--- src/rtl/accelerator_common_pkg.sv ---
// Shared accelerator types: descriptor layout, flag bit indices and the
// descriptor stream decoder state encoding.
package accelerator_common_pkg;

  localparam int unsigned DATA_WIDTH = 32;
  localparam int unsigned DESC_WORDS = 8;

  // Bit positions inside descriptor_t.flags
  localparam int unsigned FLAG_IS_WEIGHT = 0;
  localparam int unsigned FLAG_IS_ACT    = 1;
  localparam int unsigned FLAG_IS_BIAS   = 2;
  localparam int unsigned FLAG_RELU      = 3;
  localparam int unsigned FLAG_POOL      = 4;
  localparam int unsigned FLAG_LAST_TILE = 5;
  localparam int unsigned FLAG_IRQ       = 6;
  localparam int unsigned FLAG_WRITEBACK = 7;

  // 256-bit descriptor, word 0 in the top 32 bits
  typedef struct packed {
    logic [31:0] dram_addr;   // word 0
    logic [15:0] sram_addr;   // word 1 [31:16]
    logic [15:0] length;      // word 1 [15:0]
    logic [31:0] dram_stride; // word 2
    logic [15:0] tile_h;      // word 3 [31:16]
    logic [15:0] tile_w;      // word 3 [15:0]
    logic [31:0] reserved0;   // word 4
    logic [15:0] in_ch;       // word 5 [31:16]
    logic [15:0] out_ch;      // word 5 [15:0]
    logic [15:0] layer_id;    // word 6 [31:16]
    logic [7:0]  flags;       // word 6 [15:8]
    logic [7:0]  opcode;      // word 6 [7:0]
    logic [31:0] next_desc;   // word 7
  } descriptor_t;

  typedef enum logic [1:0] {
    COLLECT = 2'd0,
    HOLD    = 2'd1,
    DROP    = 2'd2
  } desc_dec_state_t;

endpackage

--- src/rtl/desc_stream_decoder.sv ---
// Descriptor stream decoder: packs eight 32-bit words (MSB word first) into a
// descriptor_t and offers it on a valid/ready output.
// Optional frame checks are compiled in with `define DESC_DEC_CHECK_EN.
module desc_stream_decoder
  import accelerator_common_pkg::*;
#(
  parameter int unsigned ERR_CNT_W = 16,
  parameter int unsigned WORD_W    = 32
) (
  input  logic                 clk,
  input  logic                 rst_n,
  input  logic                 s_word_valid,
  output logic                 s_word_ready,
  input  logic [WORD_W-1:0]    s_word_data,
  input  logic                 s_word_last,
  output logic                 m_desc_valid,
  input  logic                 m_desc_ready,
  output descriptor_t          m_desc,
  output logic [7:0]           m_flags_dec,
  output logic                 err_pulse,
  output logic [ERR_CNT_W-1:0] err_count
);

  desc_dec_state_t state, state_nxt;
  logic [2:0] idx, idx_nxt;
  logic       accept;
  logic       load;
  logic [DESC_WORDS-1:0][DATA_WIDTH-1:0] words;

  assign s_word_ready = rst_n && (state != HOLD);
  assign accept       = s_word_valid && s_word_ready;
  assign m_desc_valid = (state == HOLD);
  assign m_desc       = descriptor_t'(words);
  assign m_flags_dec  = m_desc.flags;

`ifdef DESC_DEC_CHECK_EN
  logic        reject;
  logic [16:0] span;
  logic        range_bad;

  // sram_addr/length come from word 1, already registered when word 7 arrives
  assign span      = {1'b0, m_desc.sram_addr} + {1'b0, m_desc.length};
  assign range_bad = (m_desc.length == '0) || (span > 17'h10000);
`else
  logic unused_last;
  assign unused_last = s_word_last;
`endif

  // Next-state, word index and load decisions
  always_comb begin
    state_nxt = state;
    idx_nxt   = idx;
    load      = 1'b0;
`ifdef DESC_DEC_CHECK_EN
    reject    = 1'b0;
`endif
    case (state)
      COLLECT: begin
        if (accept) begin
          load    = 1'b1;
          idx_nxt = idx + 3'd1;
`ifdef DESC_DEC_CHECK_EN
          if (idx == 3'd7) begin
            idx_nxt = '0;
            if (!s_word_last) begin
              reject    = 1'b1;
              state_nxt = DROP;
            end else if (range_bad) begin
              reject = 1'b1;
            end else begin
              state_nxt = HOLD;
            end
          end else if (s_word_last) begin
            reject  = 1'b1;
            idx_nxt = '0;
          end
`else
          if (idx == 3'd7) begin
            idx_nxt   = '0;
            state_nxt = HOLD;
          end
`endif
        end
      end
      HOLD: begin
        if (m_desc_ready) state_nxt = COLLECT;
      end
`ifdef DESC_DEC_CHECK_EN
      DROP: begin
        if (accept && s_word_last) state_nxt = COLLECT;
      end
`endif
      default: state_nxt = COLLECT;
    endcase
  end

  // State and word index registers
  always_ff @(posedge clk or negedge rst_n) begin
    if (!rst_n) begin
      state <= COLLECT;
      idx   <= '0;
    end else begin
      state <= state_nxt;
      idx   <= idx_nxt;
    end
  end

  // Descriptor storage, written only on words accepted in COLLECT
  always_ff @(posedge clk or negedge rst_n) begin
    if (!rst_n) begin
      words <= '0;
    end else if (load) begin
      words[3'd7 - idx] <= s_word_data;
    end
  end

`ifdef DESC_DEC_CHECK_EN
  // Rejection pulse and saturating reject counter, updated together
  always_ff @(posedge clk or negedge rst_n) begin
    if (!rst_n) begin
      err_pulse <= 1'b0;
      err_count <= '0;
    end else begin
      err_pulse <= reject;
      if (reject && (err_count != '1)) err_count <= err_count + ERR_CNT_W'(1);
    end
  end
`else
  assign err_pulse = 1'b0;
  assign err_count = '0;
`endif

endmodule
--- config.mk ---
export PLATFORM = sky130hd
export DESIGN_NAME = desc_stream_decoder
export DESIGN_NICKNAME = d
export VERILOG_FILES = /design/src/rtl/accelerator_common_pkg.sv /design/src/rtl/desc_stream_decoder.sv
export SDC_FILE = /design/constraint.sdc
export NUM_CORES = 1
export LEC_CHECK = 0
export BUFFER_PORTS_ARGS = -buffer_cell sky130_fd_sc_hd__buf_2
export CAP_MARGIN = 20
export CORE_ASPECT_RATIO = 0.8
export CORE_MARGIN = 1
export CORE_UTILIZATION = 50
export CTS_CLUSTER_DIAMETER = 200
export DETAILED_ROUTE_END_ITERATION = 6
export PLACE_DENSITY = 0.78
export SYNTH_ARGS = -nofsm -noshare
export SYNTH_HDL_FRONTEND = slang
export SYNTH_SLANG_ARGS = --single-unit
--- constraint.sdc ---
create_clock -name clk -period 5.35 [get_ports clk]
set_input_delay 0.2675 -clock clk [delete_from_list [all_inputs] [get_ports clk]]
set_output_delay 0.2675 -clock clk [all_outputs]
set_load 0.02 [all_outputs]
==> results_tabular.tex, run 1 <==
\begin{tabular}{lr}
\hline
Metric & Value \\
\hline
\multicolumn{2}{l}{\textbf{Status}} \\
Result of the run & complete, no violations \\
\multicolumn{2}{l}{\textbf{Place}} \\
Routability-driven placement congestion ratio & 0.745 \\
Pre-CTS setup slack & between 2 and 2.5 ns \\
Number of placed cells counting well taps & $\sim$1.1k \\
Total half-perimeter wirelength after legalization and detailed placement & 15300 µm \\
Port buffer count & 301 \\
\multicolumn{2}{l}{\textbf{Routing}} \\
Number of iterations in the first detailed-routing pass & 4 \\
Final routed wirelength across all metal layers & 23700 µm \\
Via-to-Cell Ratio & 5.06 \\
Detail Route Antenna Nets & 0 \\
Initial detailed-routing violation count & 304 \\
Vias & 5955 \\
Final routed DRC violation total & 0 \\
Wire length per cell after detailed routing & 20.1 µm \\
\multicolumn{2}{l}{\textbf{STA}} \\
F\_max & between 300 and 400 MHz \\
Relative max-transition margin & 34.6\% \\
Min setup slack post-route & around 2.3 ns \\
Period utilization & 57.0\% \\
Count of final setup violators & 0 \\
Final worst path period need & 3.05 ns \\
RSZ-0062 raised after global routing & false \\
Transition time of the tightest slew-check pin & 0.980 ns \\
Setup Total Neg Slack & 0 ns \\
Max-slew violations & 0 \\
Worst setup skew after layout & 0.00516 ns \\
Number of hold violations in the final report & 0 \\
\multicolumn{2}{l}{\textbf{Setup path}} \\
Req. time, crit path & 5.75 ns \\
Type of destination of the critical path & register \\
CP top delay family & simple AND/OR/NAND/NOR gates \\
Worst path arrival time & 3.44 ns \\
Largest stage delay on the critical path & 0.98 ns \\
Kind of start point of the critical path & input pin \\
Reg-to-reg critical path endpoint & m\_desc[58] \\
Crit path kind & input pin to register \\
R2r worst-path depth & 4 \\
Bufs and invs on worst path & 2 \\
Beginning of the worst register-to-register path & state[0] \\
Critical-path cell with the highest stage delay & sky130\_fd\_sc\_hd\_\_or3\_2 \\
Setup slack of the most critical reg-to-reg path & 2.82 ns \\
Critical Path Fanout Max & 106 \\
Crit-path cells & dlygate4sd3\_1, buf\_8, nand4b\_1, or3\_2, mux2\_1 \\
\multicolumn{2}{l}{\textbf{Global routing}} \\
Met2 demand-to-capacity share in global routing & 36.1\% \\
Met3 track demand over resource & around 5.5\% \\
Largest net degree at the start of global routing & 160 \\
Vias in the first global route & $\sim$6.2k \\
Met1 global-route usage & 30.7\% \\
Number of antenna violations at the first check in global routing & 1 \\
Wire length of the first global-routing pass & approximately 36000 µm \\
Sum of overflow across all layers after global routing & 0 \\
Tot GR Track Use & a little under a quarter \\
GR peak layer & met2 \\
\multicolumn{2}{l}{\textbf{Clock tree}} \\
Cts bufs inserted & 26 \\
Clk sink count & 260 \\
Clock transition time at the flip-flop clock pins of the worst setup and hold paths & roughly 0.06 ns \\
CTS tree & yes \\
Number of H-tree levels & 1 \\
Insertion delay to the later sink of the worst-skew pair & around 0.52 ns \\
Count of cells resized by post-cts repair & 0 \\
Clock tree root driver cell & sky130\_fd\_sc\_hd\_\_clkbuf\_16 \\
Maximum root-to-sink buffer count & 3 \\
\multicolumn{2}{l}{\textbf{Synth}} \\
Cell types occupying the most area after synthesis & sky130\_fd\_sc\_hd\_\_dfrtp\_1 (64\%), sky130\_fd\_sc\_hd\_\_mux2\_2 (21\%), sky130\_fd\_sc\_hd\_\_mux2\_4 (8.8\%) \\
Number of library cell types mapped by synthesis & 25 \\
Share of the synthesized area in the top cell type & 63.9\% \\
Most used DFF post-synth & sky130\_fd\_sc\_hd\_\_dfrtp\_1 \\
Syn Inst Count & between 500 and 600 \\
Number of warnings issued by yosys & 0 \\
Number of enable flip-flop cells after synthesis & 0 \\
Cell with the most instances after synthesis & sky130\_fd\_sc\_hd\_\_dfrtp\_1 \\
List of most frequent post-synthesis cells & sky130\_fd\_sc\_hd\_\_dfrtp\_1 (260), sky130\_fd\_sc\_hd\_\_mux2\_2 (191), sky130\_fd\_sc\_hd\_\_mux2\_4 (60) \\
Fraction of registers with async set/reset & 100\% \\
Post-Synthesis Mean Instance Area & 17.2 µm² \\
Synthesis-stage register bit count & 260 \\
Post-synthesis instance area & 10200 µm² \\
Post-synthesis sequential area ratio & between 60\% and 70\% \\
Leading area contributor after synthesis & sky130\_fd\_sc\_hd\_\_dfrtp\_1 \\
\multicolumn{2}{l}{\textbf{Worst hold path}} \\
Terminating pin of the worst hold path & state[0] \\
Worst hold-check path type & input pin to register \\
Worst hold path depth & 3 \\
Hold Crit Start & s\_word\_valid \\
\multicolumn{2}{l}{\textbf{Power and ir drop}} \\
Pwr Total & 8.91 mW \\
Maximum VDD drop & between 400 and 500 µV \\
Static leakage & around 6.6 nW \\
PwrDens & 700 nW/µm² \\
\multicolumn{2}{l}{\textbf{Cells and area}} \\
Non-filler instance count after layout & 1177 \\
Register area & 6510 µm² \\
Area of the multi-input gates & roughly 3400 µm² \\
Net count of the finished layout & slightly above 900 \\
Share of post-route cells with drive strength above 1 & 66.9\% \\
Count of fill cells added during filler insertion & 1494 \\
Synth-to-Final Area Change & 25.1\% \\
\multicolumn{2}{l}{\textbf{Floorplanning}} \\
Die height & 130 µm \\
Core box area & 19900 µm² \\
IO Count & 320 \\
Starting density of the core & 51.1\% \\
Die width & 162 µm \\
Die area & $\sim$21000 µm² \\
Standard-cell rows & 46 \\
\multicolumn{2}{l}{\textbf{Flow run}} \\
Max Cap Violations & 0 \\
\hline
\end{tabular}
## registers in the layout, summed over array words and instances, names as in the netlist
signal	flops
idx	3
state	1
m_desc	256
## final cells by class
cell class                      instances  area share, %
Sequential cell                       260           51.1
Multi-Input combinational cell        295           26.6
Timing Repair Buffer                  310           12.7
Clock buffer                           38           6.10
Tap cell                              264           2.59
Clock inverter                          9          0.972
Antenna cell                            1         0.0196
## how the worst max path moves through the flow
stage | start | to | slack (ns) | cells after the start
CTS | rst_n | m_desc[58] | 2.20 | 6
finish | rst_n | m_desc[196] | 2.30 | 5
floorplan | state[0] | m_desc[100] | 3.48 | 5
global route | rst_n | m_desc[58] | 2.07 | 6
detailed placement | rst_n | m_desc[39] | 2.29 | 5
global placement | rst_n | m_desc[33] | 2.29 | 5
## stage by stage
stage	area, µm²	hold slack (ns)	util [%]
2_1_floorplan	10200	-0.0281	-
3_5_place_dp	11800	0.371	59.3
5_1_grt	12700	0.0556	64.0
4_1_cts	12700	0.0348	64.0
3_3_place_gp	11800	0.370	59.2
6_report	12700	0.0514	64.0
## layout by cell type (no fill, tap or decap), types with 2 or more instances in the layout
cell / Yosys / layout
sky130_fd_sc_hd__buf_4: 25 / 5
sky130_fd_sc_hd__clkbuf_16: 0 / 27
sky130_fd_sc_hd__dlygate4sd3_1: 0 / 2
sky130_fd_sc_hd__clkinv_2: 0 / 5
sky130_fd_sc_hd__clkbuf_8: 0 / 6
sky130_fd_sc_hd__mux2_1: 6 / 6
sky130_fd_sc_hd__ha_1: 2 / 2
sky130_fd_sc_hd__dfrtp_1: 260 / 260
sky130_fd_sc_hd__nand2_1: 2 / 2
sky130_fd_sc_hd__buf_12: 0 / 2
sky130_fd_sc_hd__bufinv_16: 0 / 3
sky130_fd_sc_hd__buf_2: 18 / 300
sky130_fd_sc_hd__nor3b_4: 0 / 2
sky130_fd_sc_hd__mux2_2: 191 / 191
sky130_fd_sc_hd__conb_1: 1 / 17
sky130_fd_sc_hd__clkbuf_1: 1 / 5
sky130_fd_sc_hd__mux2_4: 60 / 60
sky130_fd_sc_hd__or4b_2: 0 / 2
## power breakdown
part,internal [mW],total (mW),switching [mW]
clock,1.15,1.88,0.736
sequential,2.90,3.39,0.493
combinational,1.54,3.64,2.10
## routing by layer
layer	share of wire, %	vias up
li1	-	2650
met1	44	3052
met2	47	209
met3	6.4	44
met4	2.6	0
met5	0	-
## logic make-up (layout without fill, tap and decap cells)
group | Yosys count | in the layout | synth area share [%]
AOI/OAI and AO/OA | 2 | 2 | 0.123
adders and majority gates | 2 | 2 | 0.246
buffers and inverters | 53 | 357 | 3.76
DFF | 260 | 260 | 63.9
muxes | 258 | 258 | 30.7
other | 1 | 18 | 0.0368
and+or+nand+nor | 16 | 16 | 1.24
## worst register-to-register path: cells and delay by family (launching register included)
kind / cells / cell delay (ns)
DFF: 1 / 0.44
and+or+nand+nor: 2 / 1.04
buffers and inverters: 1 / 0.53
muxes: 1 / 0.41
## repair_timing
action | 4_1_cts | 5_1_grt
hold endpoints to repair | 102 | 0
hold buffers | 2 | 0
setup buffers | 0 | 0
setup endpoints to repair | 0 | 0
Power figures use the tool's default switching activity.
==> inputs of run 2 (changes only) <==
Settings changed: CORE_UTILIZATION 50 to 46, PLACE_DENSITY 0.78 to 0.76.
Clock period 5.35 ns to 2.45 ns, I/O delays scaled along.
==> run 2 against run 1 <==
  * Worst hold slack worse by 0.015 ns
  * Routed wire length is 1.7% higher
  * Highest routed layer unchanged
  * Global-route usage is 1.4 points lower
  * Die area is 8.6% higher
  * Largest cell class unchanged
  * Critical endpoint is now m_desc[118]
==> results_tabular.tex, run 2 (synthesized netlist as in run 1, its figures left out) <==
\begin{tabular}{lr}
\hline
Metric & Value \\
\hline
\multicolumn{2}{l}{\textbf{Cells and area}} \\
Count of fill cells added during filler insertion & approximately 1.7k \\
Share of post-route cells with drive strength above 1 & 64.2\% \\
Non-filler instance count after layout & 1230 \\
Flip-flop count of the largest register after layout & 256 \\
Synth-to-Final Area Change & 28.3\% \\
Net count of the finished layout & a little under 1k \\
Register area & $\sim$6500 µm² \\
Area of the multi-input gates & around 3400 µm² \\
Area of all placed cells without fillers & between 10000 and 15000 µm² \\
Core occupancy in the finished layout & between 60 and 70\% \\
Leading cell types in the layout, fill and taps excluded & sky130\_fd\_sc\_hd\_\_buf\_2 (300), sky130\_fd\_sc\_hd\_\_dfrtp\_1 (260), sky130\_fd\_sc\_hd\_\_mux2\_2 (191), sky130\_fd\_sc\_hd\_\_mux2\_4 (60), sky130\_fd\_sc\_hd\_\_dlygate4sd3\_1 (36) \\
Most common cell after layout, fill and taps aside & sky130\_fd\_sc\_hd\_\_buf\_2 \\
Number of antenna diodes & 0 \\
\multicolumn{2}{l}{\textbf{Floorplanning}} \\
Starting density of the core & 47.1\% \\
Core box area & around 22000 µm² \\
Die area & approximately 23000 µm² \\
Die height & 135 µm \\
IO Count & 320 \\
Die width & 168 µm \\
Standard-cell rows & 48 \\
\multicolumn{2}{l}{\textbf{STA}} \\
Relative max-transition margin & roughly 44\% \\
Min setup slack post-route & $\sim$0.33 ns \\
Transition time of the tightest slew-check pin & 0.844 ns \\
RSZ-0062 raised after global routing & false \\
Worst setup skew after layout & 0.00656 ns \\
Count of final setup violators & 0 \\
Number of hold violations in the final report & 0 \\
Final hold slack & 0.0369 ns \\
Period utilization & a little under nine tenths \\
Final worst path period need & roughly 2.1 ns \\
F\_max & 472 MHz \\
Setup Total Neg Slack & 0 ns \\
Max-slew violations & 0 \\
\multicolumn{2}{l}{\textbf{Global routing}} \\
Number of antenna violations at the first check in global routing & 0 \\
Sum of overflow across all layers after global routing & 0 \\
GR peak layer & met2 \\
Wire length of the first global-routing pass & 37200 µm \\
Met1 global-route usage & 28.5\% \\
Vias in the first global route & 6325 \\
Met3 track demand over resource & 5.69\% \\
Met2 demand-to-capacity share in global routing & 34.2\% \\
Largest net degree at the start of global routing & 144 \\
Tot GR Track Use & 21.2\% \\
\multicolumn{2}{l}{\textbf{Place}} \\
Total half-perimeter wirelength after legalization and detailed placement & approximately 16000 µm \\
Number of placed cells counting well taps & 1149 \\
Routability-driven placement congestion ratio & 0.790 \\
Pre-CTS setup slack & 0.345 ns \\
Cell area reported after detailed placement & 11900 µm² \\
Port buffer count & roughly 300 \\
\multicolumn{2}{l}{\textbf{Setup path}} \\
Reg-to-reg critical path endpoint & m\_desc[118] \\
Setup slack of the most critical reg-to-reg path & 0.33 ns \\
Type of destination of the critical path & register \\
Req. time, crit path & 2.85 ns \\
Kind of start point of the critical path & register \\
Worst path arrival time & about 2.5 ns \\
R2r worst-path depth & 4 \\
Beginning of the worst register-to-register path & state[0] \\
Critical Path Fanout Max & 25 \\
Crit path kind & register to register \\
\multicolumn{2}{l}{\textbf{Power and ir drop}} \\
Maximum VDD drop & about 860 µV \\
Static leakage & 6.77 nW \\
PwrDens & 1460 nW/µm² \\
Pwr Total & around 19 mW \\
\multicolumn{2}{l}{\textbf{Clock tree}} \\
Insertion delay to the later sink of the worst-skew pair & 0.52 ns \\
Cts bufs inserted & 26 \\
Clock transition time at the flip-flop clock pins of the worst setup and hold paths & $\sim$0.06 ns \\
Clk sink count & between 200 and 300 \\
Number of H-tree levels & 1 \\
Maximum root-to-sink buffer count & 3 \\
CTS tree & yes \\
Post-CTS Setup Bufs & 0 \\
Clock tree root driver cell & sky130\_fd\_sc\_hd\_\_clkbuf\_16 \\
\multicolumn{2}{l}{\textbf{Worst hold path}} \\
Hold Crit Start & s\_word\_data[26] \\
Worst hold-check path type & input pin to register \\
Terminating pin of the worst hold path & m\_desc[122] \\
Worst hold path depth & 2 \\
\multicolumn{2}{l}{\textbf{Routing}} \\
Vias & 6074 \\
Number of iterations in the first detailed-routing pass & 4 \\
Initial detailed-routing violation count & 252 \\
Via-to-Cell Ratio & 4.94 \\
Final routed DRC violation total & 0 \\
Final routed wirelength across all metal layers & roughly 24000 µm \\
Detail Route Antenna Nets & 0 \\
Wire length per cell after detailed routing & 19.6 µm \\
\multicolumn{2}{l}{\textbf{Status}} \\
Result of the run & complete, no violations \\
\multicolumn{2}{l}{\textbf{Flow run}} \\
Max Cap Violations & 0 \\
\hline
\end{tabular}
==> run 2: cell count changes in the layout (fill, tap and decap cells not counted), sizes merged <==
cell         previous run  this run
clkinv                  6         3
bufinv                  3         0
dlygate4sd3             2        36
diode                   1         0
clkbuf                 38        42
buf                   308       319
==> run 2: worst max path at each step <==
stage          startpoint          end  depth (start not counted)
6_report         state[0]  m_desc[118]                          4
3_5_place_dp     state[0]   m_desc[97]                          4
4_1_cts          state[0]   m_desc[97]                          4
3_3_place_gp     state[0]  m_desc[126]                          4
5_1_grt          state[0]  m_desc[126]                          4
2_1_floorplan    state[0]  m_desc[100]                          5
==> run 2: area by class of cell <==
| class | instances | share of cell area [%] |
|---|---|---|
| Tap cell | 275 | 2.63 |
| Clock inverter | 3 | 0.115 |
| Multi-Input combinational cell | 295 | 25.9 |
| Timing Repair Buffer | 355 | 15.7 |
| Clock buffer | 42 | 5.91 |
| Sequential cell | 260 | 49.8 |
==> run 2: where the power goes <==
part	internal [mW]	leakage, nW	switching (mW)
Sequential	6.33	3.23	1.07
Combinational	3.42	3.15	4.57
Clock	2.14	0.386	1.56
Total	11.9	6.77	7.20
==> run 2: layer usage <==
layer	up-vias	routed length (µm)
li1	2735	-
met1	3093	10600
met2	212	11400
met3	34	1600
met4	0	489
met5	-	0
==> run 2: worst max-delay path: stages, from the launching register on <==
cell,delay [ns]
sky130_fd_sc_hd__dfrtp_1,0.42
sky130_fd_sc_hd__nand3b_4,0.23
sky130_fd_sc_hd__or4b_2,0.65
sky130_fd_sc_hd__buf_4,0.31
sky130_fd_sc_hd__mux2_4,0.36
==> run 2: repair_timing <==
action                     in CTS  in global routing
hold endpoints to repair      286                  0
hold buffers                   36                  0
resized for setup               0                  0
setup endpoints to repair       0                  0
==> inputs of run 3 (changes only) <==
Settings changed: BUFFER_PORTS_ARGS -buffer_cell sky130_fd_sc_hd__buf_2 to default, CORE_UTILIZATION 46 to 50, DONT_BUFFER_PORTS from default to 1, PLACE_DENSITY 0.76 to 0.68.
==> run 3 against run 2 <==
  * Die area decreased by 7.9%
  * Power decreased by 7.5%
  * Fmax increased by 4.0%
  * The run now ends with hold timing left
  * Utilization decreased by 1.8 points
  * Critical path type unchanged
  * Count of clock-buffer cells in the layout decreased by 1
  * Clock power increased by 12%
  * Register-to-register slack improved by 0.08 ns
==> results_tabular.tex, run 3 (synthesized netlist as in run 1, its figures left out) <==
\begin{tabular}{lr}
\hline
Metric & Value \\
\hline
\multicolumn{2}{l}{\textbf{Power and ir drop}} \\
Switching share of power & between 30 and 40\% \\
Design internal power & 10.9 mW \\
Static leakage & between 5 and 6 nW \\
Combinational share of power & between 15 and 20\% \\
PwrDens & approximately 1500 nW/µm² \\
Share of power burned in registers & 60.2\% \\
Pwr Total & 17.6 mW \\
Switching power & 6.78 mW \\
Maximum VDD drop & 818 µV \\
Clock share of power & a little under a quarter \\
\multicolumn{2}{l}{\textbf{Status}} \\
Result of the run & complete, but fails checks \\
Violations in the final reports & hold timing \\
\multicolumn{2}{l}{\textbf{Floorplanning}} \\
Standard-cell rows & between 40 and 50 \\
Die height & 130 µm \\
Die width & 162 µm \\
Starting density of the core & between 50\% and 60\% \\
Core box area & about 20000 µm² \\
Die area & 20900 µm² \\
IO Count & 320 \\
\multicolumn{2}{l}{\textbf{Routing}} \\
Initial detailed-routing violation count & 273 \\
Number of iterations in the first detailed-routing pass & 6 \\
Final routed wirelength across all metal layers & roughly 23000 µm \\
Wire length per cell after detailed routing & roughly 25 µm \\
Final routed DRC violation total & 0 \\
Vias & 5109 \\
Via-to-Cell Ratio & 5.55 \\
Detail Route Antenna Nets & 0 \\
\multicolumn{2}{l}{\textbf{Setup path}} \\
Worst path arrival time & 2.43 ns \\
Type of destination of the critical path & register \\
Critical Path Fanout Max & 18 \\
Crit path kind & register to register \\
Req. time, crit path & 2.85 ns \\
Kind of start point of the critical path & register \\
\multicolumn{2}{l}{\textbf{STA}} \\
RSZ-0062 raised after global routing & false \\
Period utilization & 83.0\% \\
Number of hold violations in the final report & 260 \\
Transition time of the tightest slew-check pin & just under 0.8 ns \\
Setup Total Neg Slack & 0 ns \\
Worst setup skew after layout & between 0.01 and 0.015 ns \\
F\_max & approximately 490 MHz \\
Final hold slack & -0.698 ns \\
Count of final setup violators & 0 \\
Min setup slack post-route & 0.416 ns \\
Final worst path period need & 2.03 ns \\
Max-slew violations & 0 \\
Relative max-transition margin & 48.5\% \\
\multicolumn{2}{l}{\textbf{Cells and area}} \\
Non-filler instance count after layout & between 900 and 1k \\
Core occupancy in the finished layout & 58.7\% \\
Most common cell after layout, fill and taps aside & sky130\_fd\_sc\_hd\_\_dfrtp\_1 \\
Count of fill cells added during filler insertion & 1493 \\
Synth-to-Final Area Change & 14.7\% \\
Share of post-route cells with drive strength above 1 & 48.9\% \\
Leading cell types in the layout, fill and taps excluded & sky130\_fd\_sc\_hd\_\_dfrtp\_1 (260), sky130\_fd\_sc\_hd\_\_mux2\_2 (191), sky130\_fd\_sc\_hd\_\_mux2\_4 (60), sky130\_fd\_sc\_hd\_\_dlygate4sd3\_1 (37), sky130\_fd\_sc\_hd\_\_clkbuf\_16 (27) \\
Number of antenna diodes & 0 \\
Flip-flop count of the largest register after layout & 256 \\
Area of all placed cells without fillers & 11700 µm² \\
Net count of the finished layout & 676 \\
\multicolumn{2}{l}{\textbf{Clock tree}} \\
Clock tree root driver cell & sky130\_fd\_sc\_hd\_\_clkbuf\_16 \\
Hold buffer count at cts & 37 \\
Maximum root-to-sink buffer count & 3 \\
Clock transition time at the flip-flop clock pins of the worst setup and hold paths & 0.06 ns \\
Count of cells resized by post-cts repair & 0 \\
Clk sink count & 260 \\
Insertion delay to the later sink of the worst-skew pair & about 0.52 ns \\
Post-CTS Setup Bufs & 0 \\
Cts bufs inserted & 26 \\
Number of H-tree levels & 1 \\
CTS tree & yes \\
\multicolumn{2}{l}{\textbf{Place}} \\
Port buffer count & 0 \\
Pre-CTS setup slack & 0.447 ns \\
Cell area reported after detailed placement & 10400 µm² \\
Total half-perimeter wirelength after legalization and detailed placement & 14500 µm \\
Routability-driven placement congestion ratio & 0.760 \\
Number of placed cells counting well taps & 836 \\
\multicolumn{2}{l}{\textbf{Global routing}} \\
Largest net degree at the start of global routing & 265 \\
Number of antenna violations at the first check in global routing & 0 \\
Vias in the first global route & between 5k and 6k \\
Wire length of the first global-routing pass & approximately 34000 µm \\
Tot GR Track Use & 21.6\% \\
Sum of overflow across all layers after global routing & 0 \\
\multicolumn{2}{l}{\textbf{Worst hold path}} \\
Worst hold-check path type & input pin to asynchronous set/reset pin \\
\multicolumn{2}{l}{\textbf{Flow run}} \\
Max Cap Violations & 0 \\
\hline
\end{tabular}
-- run 3: cell types whose count changed in the layout (fill, tap and decap cells not counted), moves of 2 or more --
cell / previous run / this run
sky130_fd_sc_hd__clkbuf_1: 11 / 3
sky130_fd_sc_hd__bufinv_16: 0 / 2
sky130_fd_sc_hd__buf_2: 300 / 0
sky130_fd_sc_hd__clkbuf_8: 4 / 11
-- run 3: worst paths after layout --
| check | start | to | slack [ns] | cells after the start |
|---|---|---|---|---|
| max in group asynchronous | rst_n | m_desc[123] | 2.50 | 0 |
| worst max register to register | state[0] | m_desc[94] | 0.42 | 6 |
| min in group clk | s_word_valid | m_desc[209] | 0.31 | 4 |
| worst max-delay path | state[0] | m_desc[94] | 0.42 | 6 |
| worst min register to register | m_desc[197] | m_desc[197] | 0.66 | 1 |
| worst min-delay path | rst_n | m_desc[254] | -0.70 | 0 |
-- run 3: critical path, cell delays in order (launching register included) --
cell and delay, ns:
sky130_fd_sc_hd__dfrtp_1 0.38, sky130_fd_sc_hd__buf_4 0.17, sky130_fd_sc_hd__nand4b_1 0.21, sky130_fd_sc_hd__buf_4 0.22, sky130_fd_sc_hd__nor3b_4 0.20, sky130_fd_sc_hd__buf_4 0.35, sky130_fd_sc_hd__mux2_2 0.38
-- run 3: final cells by class --
| class | count | area, µm² | area share, % |
|---|---|---|---|
| Clock buffer | 41 | 838 | 7.18 |
| Clock inverter | 6 | 86.3 | 0.739 |
| Multi-Input combinational cell | 295 | 3380 | 29.0 |
| Sequential cell | 260 | 6510 | 55.7 |
| Tap cell | 264 | 330 | 2.83 |
| Timing Repair Buffer | 54 | 536 | 4.58 |
-- run 3: power by group through the flow --
stage	logic, mW	registers [mW]	clock network [mW]
finish	2.88	10.6	4.14
global route	3.13	10.9	4.41
CTS	2.92	10.7	4.24
detailed placement	2.82	10.7	0
global placement	2.63	10.6	0
floorplan	2.64	9.90	0
-- run 3: layer usage --
metal,up-vias,share of wire (%),GRT usage (%)
met5,-,0,0
met4,0,2.3,6.22
met3,38,9.6,8.10
met2,219,48,35.2
met1,2713,40,27.2
li1,2139,-,-
